`src/rtl/alu_pkg.sv`:
```
// Shared ALU definitions: function codes, opcodes, instruction field positions
// and the decoded bundle handed from issue/decode to the ALU.
package alu_pkg;
    localparam int ALU_DW = 32;

    localparam logic [3:0] CERO = 4'd0;
    localparam logic [3:0] ADD  = 4'd1;
    localparam logic [3:0] SUB  = 4'd2;
    localparam logic [3:0] AND  = 4'd3;
    localparam logic [3:0] OR   = 4'd4;
    localparam logic [3:0] NOT  = 4'd5;
    localparam logic [3:0] XOR  = 4'd6;
    localparam logic [3:0] LSL  = 4'd7;
    localparam logic [3:0] RSL  = 4'd8;

    localparam logic [3:0] OP_NOP    = 4'h0;
    localparam logic [3:0] OP_ALU_LO = 4'h1;
    localparam logic [3:0] OP_ALU_HI = 4'h8;
    localparam logic [3:0] OP_LDI    = 4'h9;
    localparam logic [3:0] OP_ILL_LO = 4'hA;

    localparam int OP_HI       = 31;
    localparam int OP_LO       = 28;
    localparam int IMM_SEL_BIT = 27;
    localparam int RD_HI       = 26;
    localparam int RD_LO       = 23;
    localparam int RS1_HI      = 22;
    localparam int RS1_LO      = 19;
    localparam int RS2_HI      = 18;
    localparam int RS2_LO      = 15;
    localparam int IMM_HI      = 14;
    localparam int IMM_LO      = 0;

    typedef struct packed {
        logic [3:0]        funct;
        logic [ALU_DW-1:0] data1;
        logic [ALU_DW-1:0] data2;
        logic [3:0]        rd;
        logic              illegal;
    } alu_bundle_t;
endpackage

```
`src/rtl/alu_skid_buf.sv`:
```
// Generic 2-entry valid/ready register slice: an output register plus one skid
// entry, so in_ready comes straight from a flop.
module alu_skid_buf #(
    parameter int W = 8
) (
    input  logic         clk,
    input  logic         rst_n,
    input  logic         flush,
    input  logic         in_valid,
    output logic         in_ready,
    input  logic [W-1:0] in_data,
    output logic         out_valid,
    input  logic         out_ready,
    output logic [W-1:0] out_data
);
    logic         r_out_vld;
    logic         r_skid_vld;
    logic         r_in_rdy;
    logic [W-1:0] r_out;
    logic [W-1:0] r_skid;
    logic         w_in_fire;
    logic         w_take;

    assign w_in_fire = in_valid & r_in_rdy & ~flush;
    // Output slot can be (re)loaded this cycle: empty or being consumed.
    assign w_take    = ~r_out_vld | out_ready;

    always_ff @(posedge clk or negedge rst_n) begin
        if (!rst_n) begin
            r_out_vld  <= 1'b0;
            r_skid_vld <= 1'b0;
            r_in_rdy   <= 1'b1;
            r_out      <= '0;
            r_skid     <= '0;
        end else if (flush) begin
            r_out_vld  <= 1'b0;
            r_skid_vld <= 1'b0;
            r_in_rdy   <= 1'b1;
        end else if (w_take) begin
            if (r_skid_vld) begin
                r_out      <= r_skid;
                r_out_vld  <= 1'b1;
                r_skid_vld <= w_in_fire;
                r_in_rdy   <= ~w_in_fire;
                if (w_in_fire) r_skid <= in_data;
            end else begin
                r_out_vld <= w_in_fire;
                if (w_in_fire) r_out <= in_data;
            end
        end else if (w_in_fire) begin
            r_skid     <= in_data;
            r_skid_vld <= 1'b1;
            r_in_rdy   <= 1'b0;
        end
    end

    assign in_ready  = r_in_rdy;
    assign out_valid = r_out_vld;
    assign out_data  = r_out;
endmodule

```
`src/rtl/alu_issue_decode.sv`:
```
// Issue/decode stage: decodes opcode to ALU funct, selects operands, and
// registers the bundle through a 2-entry skid slice; counts issued instructions.
module alu_issue_decode
    import alu_pkg::*;
#(
    parameter int DW   = 32,
    parameter int CNTW = 16
) (
    input  logic            clk,
    input  logic            rst_n,
    input  logic            flush,
    input  logic            in_valid,
    output logic            in_ready,
    input  logic [31:0]     instr,
    input  logic [DW-1:0]   rs1_data,
    input  logic [DW-1:0]   rs2_data,
    output logic            out_valid,
    input  logic            out_ready,
    output logic [3:0]      funct,
    output logic [DW-1:0]   data1,
    output logic [DW-1:0]   data2,
    output logic [3:0]      rd,
    output logic            illegal,
    output logic [CNTW-1:0] issue_cnt
);
    typedef struct packed {
        logic [3:0]    funct;
        logic [DW-1:0] data1;
        logic [DW-1:0] data2;
        logic [3:0]    rd;
        logic          illegal;
    } bundle_t;

    localparam int BW = $bits(bundle_t);

    bundle_t         w_dec;
    bundle_t         w_out;
    logic [3:0]      w_op;
    logic [DW-1:0]   w_imm;
    logic            w_in_fire;
    logic            w_unused_rs;
    logic [CNTW-1:0] r_cnt;

    assign w_op        = instr[OP_HI:OP_LO];
    assign w_imm       = {{(DW-15){instr[IMM_HI]}}, instr[IMM_HI:IMM_LO]};
    // Register indices are resolved by the register file before this stage.
    assign w_unused_rs = ^instr[RS1_HI:RS2_LO];

    always_comb begin
        w_dec         = '0;
        w_dec.rd      = instr[RD_HI:RD_LO];
        if (w_op >= OP_ALU_LO && w_op <= OP_ALU_HI) begin
            w_dec.funct = w_op;
            w_dec.data1 = rs1_data;
            w_dec.data2 = instr[IMM_SEL_BIT] ? w_imm : rs2_data;
        end else if (w_op == OP_LDI) begin
            w_dec.funct = ADD;
            w_dec.data2 = w_imm;
        end else if (w_op >= OP_ILL_LO) begin
            w_dec.illegal = 1'b1;
        end
    end

    alu_skid_buf #(.W(BW)) u_skid (
        .clk       (clk),
        .rst_n     (rst_n),
        .flush     (flush),
        .in_valid  (in_valid),
        .in_ready  (in_ready),
        .in_data   (w_dec),
        .out_valid (out_valid),
        .out_ready (out_ready),
        .out_data  (w_out)
    );

    assign funct   = w_out.funct;
    assign data1   = w_out.data1;
    assign data2   = w_out.data2;
    assign rd      = w_out.rd;
    assign illegal = w_out.illegal;

    assign w_in_fire = in_valid & in_ready & ~flush;

    always_ff @(posedge clk or negedge rst_n) begin
        if (!rst_n)                       r_cnt <= '0;
        else if (w_in_fire && r_cnt != '1) r_cnt <= r_cnt + 1'b1;
    end

    assign issue_cnt = r_cnt;
endmodule

```
`config.mk`:
```
export PLATFORM = sky130hd
export DESIGN_NAME = alu_issue_decode
export DESIGN_NICKNAME = d
export VERILOG_FILES = /design/src/rtl/alu_pkg.sv /design/src/rtl/alu_skid_buf.sv /design/src/rtl/alu_issue_decode.sv
export SDC_FILE = /design/constraint.sdc
export NUM_CORES = 1
export LEC_CHECK = 0
export CORE_ASPECT_RATIO = 1.1
export CORE_MARGIN = 3
export CORE_UTILIZATION = 49
export DETAILED_ROUTE_END_ITERATION = 7
export GPL_TIMING_DRIVEN = 0
export HOLD_SLACK_MARGIN = 0.12
export PLACE_DENSITY_LB_ADDON = 0.1
export SYNTH_ARGS = -nofsm -noshare
export SYNTH_HDL_FRONTEND = slang
export SYNTH_SLANG_ARGS = --single-unit
```
`constraint.sdc`:
```
create_clock -name clk -period 2.25 [get_ports clk]
set_input_delay 0.3375 -clock clk [delete_from_list [all_inputs] [get_ports clk]]
set_output_delay 0.3375 -clock clk [all_outputs]
set_load 0.02 [all_outputs]
```
Word level (Yosys, flattened, before mapping) --
Cells that the tools add are included.
Word-level totals: register bits after elaboration 165, logic and storage cells 53
Operators by class: add/sub/neg operators 1, magnitude comparators 3, equal/unequal tests 4, multiplexer cells 25, bitwise gates (word level) 6, reduce and logical (&&, ||, !) cells 8
Operators by type and width (count):
- two-way mux 73 bit | 5
- two-way mux 32 bit | 4
- adder 16 x 1 -> 16 bit (second input constant) | 1
- inequality test 16 bit (second input constant) | 1
- two-way mux 1 bit | 15
- == test 4 bit (second input constant) | 1
- greater-or-equal comparator 4 x 1 -> 1 bit (second input constant) | 1
- greater-or-equal comparator 4 bit (second input constant) | 1
- <= comparator 4 bit (second input constant) | 1
- two-way mux 4 bit | 1
- AND reduction 2 bit | 2
- nonzero test 2 bit | 2
- inequality test 3 x 2 -> 1 bit (second input constant) | 1
- NOT 1 bit | 3
- AND reduction 3 bit | 1
- nonzero test 3 bit | 1
- bitwise AND 1 bit | 2
- logical AND 1 bit | 2
- inequality test 2 x 1 -> 1 bit (second input constant) | 1
- OR 1 bit | 1

Depth between registers and ports, before layout --
depth after elaboration 7, mapped depth 7, mapped depth without buffers 5

By module --
Synthesis repeated with hierarchy kept, for this count alone.
Unflattened totals: cell total of the unflattened synthesis 562, area total of the unflattened synthesis 7930.1 µm²
Modules (own cells, without submodules):
- alu_skid_buf | instances 1, cells each 403, area each 6488.7 µm², sequential area each 3729.8 µm²
- alu_issue_decode | instances 1, cells each 159, area each 1441.4 µm², sequential area each 400.4 µm²

Worst setup path after synthesis --
No wires, ideal clock.
path kind register to register, start reg r_cnt[0], in the netlist issue_cnt[0], end reg r_cnt[1], in the netlist issue_cnt[1], setup time 0.128 ns, arrival 1.913 ns, data required time 2.122 ns, slack 0.209 ns, cell stages (with the launch flop) 6, path buffers 0, clock period less this slack 2.041 ns, path through dfrtp_1 > ha_1 > nand3_1 > or4_4 > o21ai_4 > mux2_1
Between the ends: word-level cells in the longest chain between the ends 2, elaborated cells between the ends (all ways) 3
RTL lines:
- start, declared | line alu_issue_decode.sv:42 | logic [CNTW-1:0] r_cnt;
- start signal, assigned | line alu_issue_decode.sv:86 | else if (w_in_fire && r_cnt != '1) r_cnt <= r_cnt + 1'b1;
- branches (longest 2 deep; another with adder 16 x 1 -> 16 bit)
Parallel ways; which one is timed is not known. A chain may end at the register's enable or synchronous reset.

Worst setup path in the final report --
start in instr[30], end reg u_skid.r_out[18], in the netlist u_skid.out_data[18]
Between the ends: word-level cells in the longest chain between the ends 5, elaborated cells between the ends (all ways) 8
RTL lines:
- start, declared | line alu_issue_decode.sv:14 | input logic [31:0] instr,
- greater-or-equal comparator 4 x 1 -> 1 bit, or another cell as far along | line alu_issue_decode.sv:52 | if (w_op >= OP_ALU_LO && w_op <= OP_ALU_HI) begin
- logical AND 1 bit / two-way mux 32 bit (equally long branches) | line alu_issue_decode.sv:52, alu_issue_decode.sv:56
- two-way mux 32 bit * | line alu_issue_decode.sv:52
- two-way mux 73 bit * | line alu_skid_buf.sv:48 | if (w_in_fire) r_out <= in_data;
- two-way mux 73 bit * | line alu_skid_buf.sv:40 | if (r_skid_vld) begin
- end signal, assigned | line alu_skid_buf.sv:41 | r_out <= r_skid;
- end signal, assigned | line alu_skid_buf.sv:48
- end, declared | line alu_skid_buf.sv:19 | logic [W-1:0] r_out;
Mark *: on every way between the ends. The rest lies on a longest branch, timed or not. The select of a mux whose other input is x is not followed.

==> metrics.md <==
| Metric | Value |
|---|---|
| Status | `finished clean` |
| Placed Area | `9380 um2` |
| Area fraction of the dominant cell type after synthesis | `56.4%` |
| Slew Limit Headroom | `57.3%` |
| Switching share of total power | `29.4%` |
| Final hold vios | `0` |
| Reg power frac | `a little over two fifths` |
| Hold Path Class | `input port to asynchronous set/reset pin` |
| Critical Path Start Type | `input port` |
| Top cells by area, synth | `dfrtp_1 56%, nand2_1 8.9%, nand3_1 4.4%` |
| Yosys warnings | `0` |
| Longest Clk Path Bufs | `2` |
| Synth unique cells | `between 40 and 50` |
| Mapped cell area | `7270 um2` |
| Global route overflow | `0` |
| Core area | `about 15000 um2` |
| Layout Cells excl Fill | `approximately 1200` |
| # nets final | `~1100` |
| Logic pwr share | `a little under a quarter` |
| Critical path peak fanout | `10` |
| Crit path DAT | `2.50 ns` |
| Wire length per cell | `between 15 and 20 um` |
| Drt pass-1 iters | `5` |
| CP max stage delay | `approximately 0.57 ns` |
| Commonest cells in the netlist | `172 x nand2_1, 164 x dfrtp_1, 64 x nand3_1, 56 x nor2_1, 52 x a21oi_1` |
| Buffers on Ports | `between 150 and 200` |
| Row Count | `46` |
| P_int | `about 6600 uW` |
| Post-synth ARST share | `100%` |
| CP bufs+invs | `2` |
| Max-slew violation count | `0` |
| Clk slew on worst S/H paths | `roughly 0.060 ns` |
| Worst-Margin Slew | `0.635 ns` |
| Part of the cycle the worst path needs | `96.3%` |
| Final WL | `20200 um` |
| # DRC | `0` |
| Mean Syn Cell Area | `9.50 um2` |
| Crit end category | `flop` |
| Postcts setup bufs | `0` |
| Clock power share | `~34%` |
| Setup Viol. Count Final | `0` |
| Layout area overhead | `38.2%` |
| DP Cell Count | `approximately 1100` |
| Total CTS buffers | `17` |
| Top sig layer | `met5` |
| Clock sink count | `approximately 170` |
| Count leader, synth | `nand2_1` |
| Setup Skew | `between 0.009 and 0.01 ns` |
| Leak | `between 0.004 and 0.005 uW` |
| Sequential fraction of the synthesis area | `between 50% and 60%` |
| Worst skew pair latency | `~0.43 ns` |
| Clock root buffer | `clkbuf_16` |
| Main flop type after synthesis | `dfrtp_1` |
| Max VDD drop | `around 0.51 mV` |
| Setup repair after global routing missed its margin | `no` |
| Met1 Wirelength | `between 8000 and 9000 um` |
| Die width | `122 um` |
| Cells after Synth | `766` |
| WS Path Type | `input port to flop` |
| Mapped Nets | `slightly below 900` |
| First-pass GRT wire length | `32900 um` |
| Antenna fix cells | `0` |
| Total track usage | `about a quarter` |
| Vias in the first global route | `~6500` |
| Pwr/cell area | `934 nW/um2` |
| Psw | `between 2000 and 3000 uW` |
| Yosys reg bits | `around 170` |
| Routed Antenna Nets | `0` |
| Initial Utilization | `50.1%` |
| Fin area | `between 10000 and 15000 um2` |
| Crit path required time | `2.59 ns` |
| CTS H-tree lvls | `4` |
| Routability Congestion | `a little over 0.8` |
| WL met2 | `around 9400 um` |
| Min Tclk post-route | `2.17 ns` |
| Die ar. | `between 15000 and 20000 um2` |
| Fmax | `between 0.4 and 0.5 GHz` |
| Total number of vias | `between 6000 and 7000` |
| Largest net degree at the start of global routing | `roughly 120` |
| Most area-hungry cell type in the Yosys netlist | `dfrtp_1` |
| # Max-Cap Violations | `0` |
| Post-synth EDFFs | `0` |
| I/O Pins | `192` |
| CTS tree | `built` |
| Initial antenna violation count | `1` |
| Slowest-stage cell, CP | `nor3b_4` |
| Initial DRC Count | `approximately 480` |
| DR vias/cell | `5.54` |
| Die H | `134 um` |
| DP Wirelength | `14100 um` |
| CP Cell Sequence | `clkdlybuf4s50_1 > o21ai_1 > nor3b_4 > buf_2 > a22oi_1 > o211ai_1` |
| Met3 routed WL | `1360 um` |
| Layout cells sized above 1 | `around 9.1%` |
| Family with the most delay on the worst path | `buffers and inverters` |
## worst reg2reg max path, cell delays in order, from the launching register on
cell	delay [ns]
dfstp_2	0.60
and3b_1	0.17
buf_2	0.22
o21ai_1	0.18
a21oi_2	0.40
buf_2	0.34
a21oi_1	0.11
## area by class of cell
| class | count | area, um2 |
|---|---|---|
| fill | 1175 | 4450 |
| sequential | 165 | 4130 |
| multi-input combinational | 543 | 2900 |
| timing repair buffer | 185 | 1870 |
| clock buffer | 21 | 480 |
| tap | 192 | 240 |
| buffer | 53 | 238 |
| clock inverter | 11 | 170 |
| inverter | 5 | 18.8 |
## metal layers
layer	global-route usage (%)	vias to the layer above
met5	0	-
met4	7.65	2
met2	39.5	208
li1	-	3084
met3	6.71	35
met1	35.5	3178
## layout by cell type, fill, tap and decap left out, types with 3 or more instances in the layout
master / n
a211oi_1: 8
a211oi_2: 10
a21oi_1: 52
a22oi_1: 14
and3_1: 3
buf_2: 20
bufinv_16: 4
clkbuf_1: 25
clkbuf_16: 17
clkbuf_2: 5
clkbuf_8: 4
clkdlybuf4s50_1: 182
clkinv_2: 3
dfrtp_1: 164
inv_1: 4
mux2_2: 4
mux2i_1: 5
nand2_1: 172
nand2b_1: 4
nand3_1: 64
nor2_1: 56
nor3_1: 22
nor4_1: 4
o211ai_1: 34
o21ai_0: 37
o21ai_1: 13
xnor2_1: 5
xor2_1: 3
## registers in the layout, summed over array words and instances (netlist names)
register           count
u_skid.out_data       73
u_skid.r_skid         73
issue_cnt             16
u_skid.in_ready        1
u_skid.out_valid       1
u_skid.r_skid_vld      1
## kinds of logic (layout without fill, tap and decap cells)
family / Yosys count / count (layout) / share of synthesized area, %
multiplexers: 10 / 10 / 1.46
XOR/XNOR: 8 / 8 / 0.963
adder cells (fa/ha/maj): 1 / 1 / 0.172
AO/OA/AOI/OAI: 182 / 182 / 16.3
AND/OR/NAND/NOR: 342 / 342 / 20.9
flip-flops: 165 / 165 / 56.8
buffers and inverters: 58 / 275 / 3.44
## through the flow
step	power [uW]	hold slack (ns)	worst slack, ns	setup TNS [ns]	util (%)
floorplan	5110	0.0419	0.209	0	-
global placement	6200	0.453	-6.00	-1007.99	64.4
detailed placement	6260	0.256	-0.295	-25.22	64.7
CTS	9440	0.406	0.0459	0	69.2
global route	9850	0.431	0.00312	0	69.3
finish	9390	0.400	0.0827	0	69.3
## power groups by stage
stage / Clock [uW] / Sequential (uW) / Combinational, uW
2_1_floorplan: 0 / 4320 / 791
3_3_place_gp: 0 / 4010 / 2190
3_5_place_dp: 0 / 4020 / 2240
4_1_cts: 3210 / 3970 / 2250
5_1_grt: 3340 / 4060 / 2440
6_report: 3180 / 3980 / 2230
## final timing paths
path,depth (start not counted),end,slack (ns),start
setup / recovery,6,u_skid.out_data[18]$_DFFE_PN0P_,0.08,instr[30]
hold / removal,2,u_skid.out_data[57]$_DFFE_PN0P_,0.40,rst_n
max in group asynchronous,3,u_skid.r_skid[19]$_DFFE_PN0P_,0.94,rst_n
hold reg to reg,2,u_skid.r_skid[2]$_DFFE_PN0P_,0.48,u_skid.r_skid[2]$_DFFE_PN0P_
setup reg to reg,6,u_skid.r_skid[33]$_DFFE_PN0P_,0.12,u_skid.in_ready$_DFFE_PN1P_
min in group clk,3,u_skid.r_skid[4]$_DFFE_PN0P_,0.47,instr[26]
## repair_timing
item,4_1_cts,5_1_grt
hold buffers,1,0
hold endpoints to repair,47,0
endpoints found under the setup margin,0,15
gates resized for setup,0,11
No activity file was read; power rests on OpenSTA's default activity.
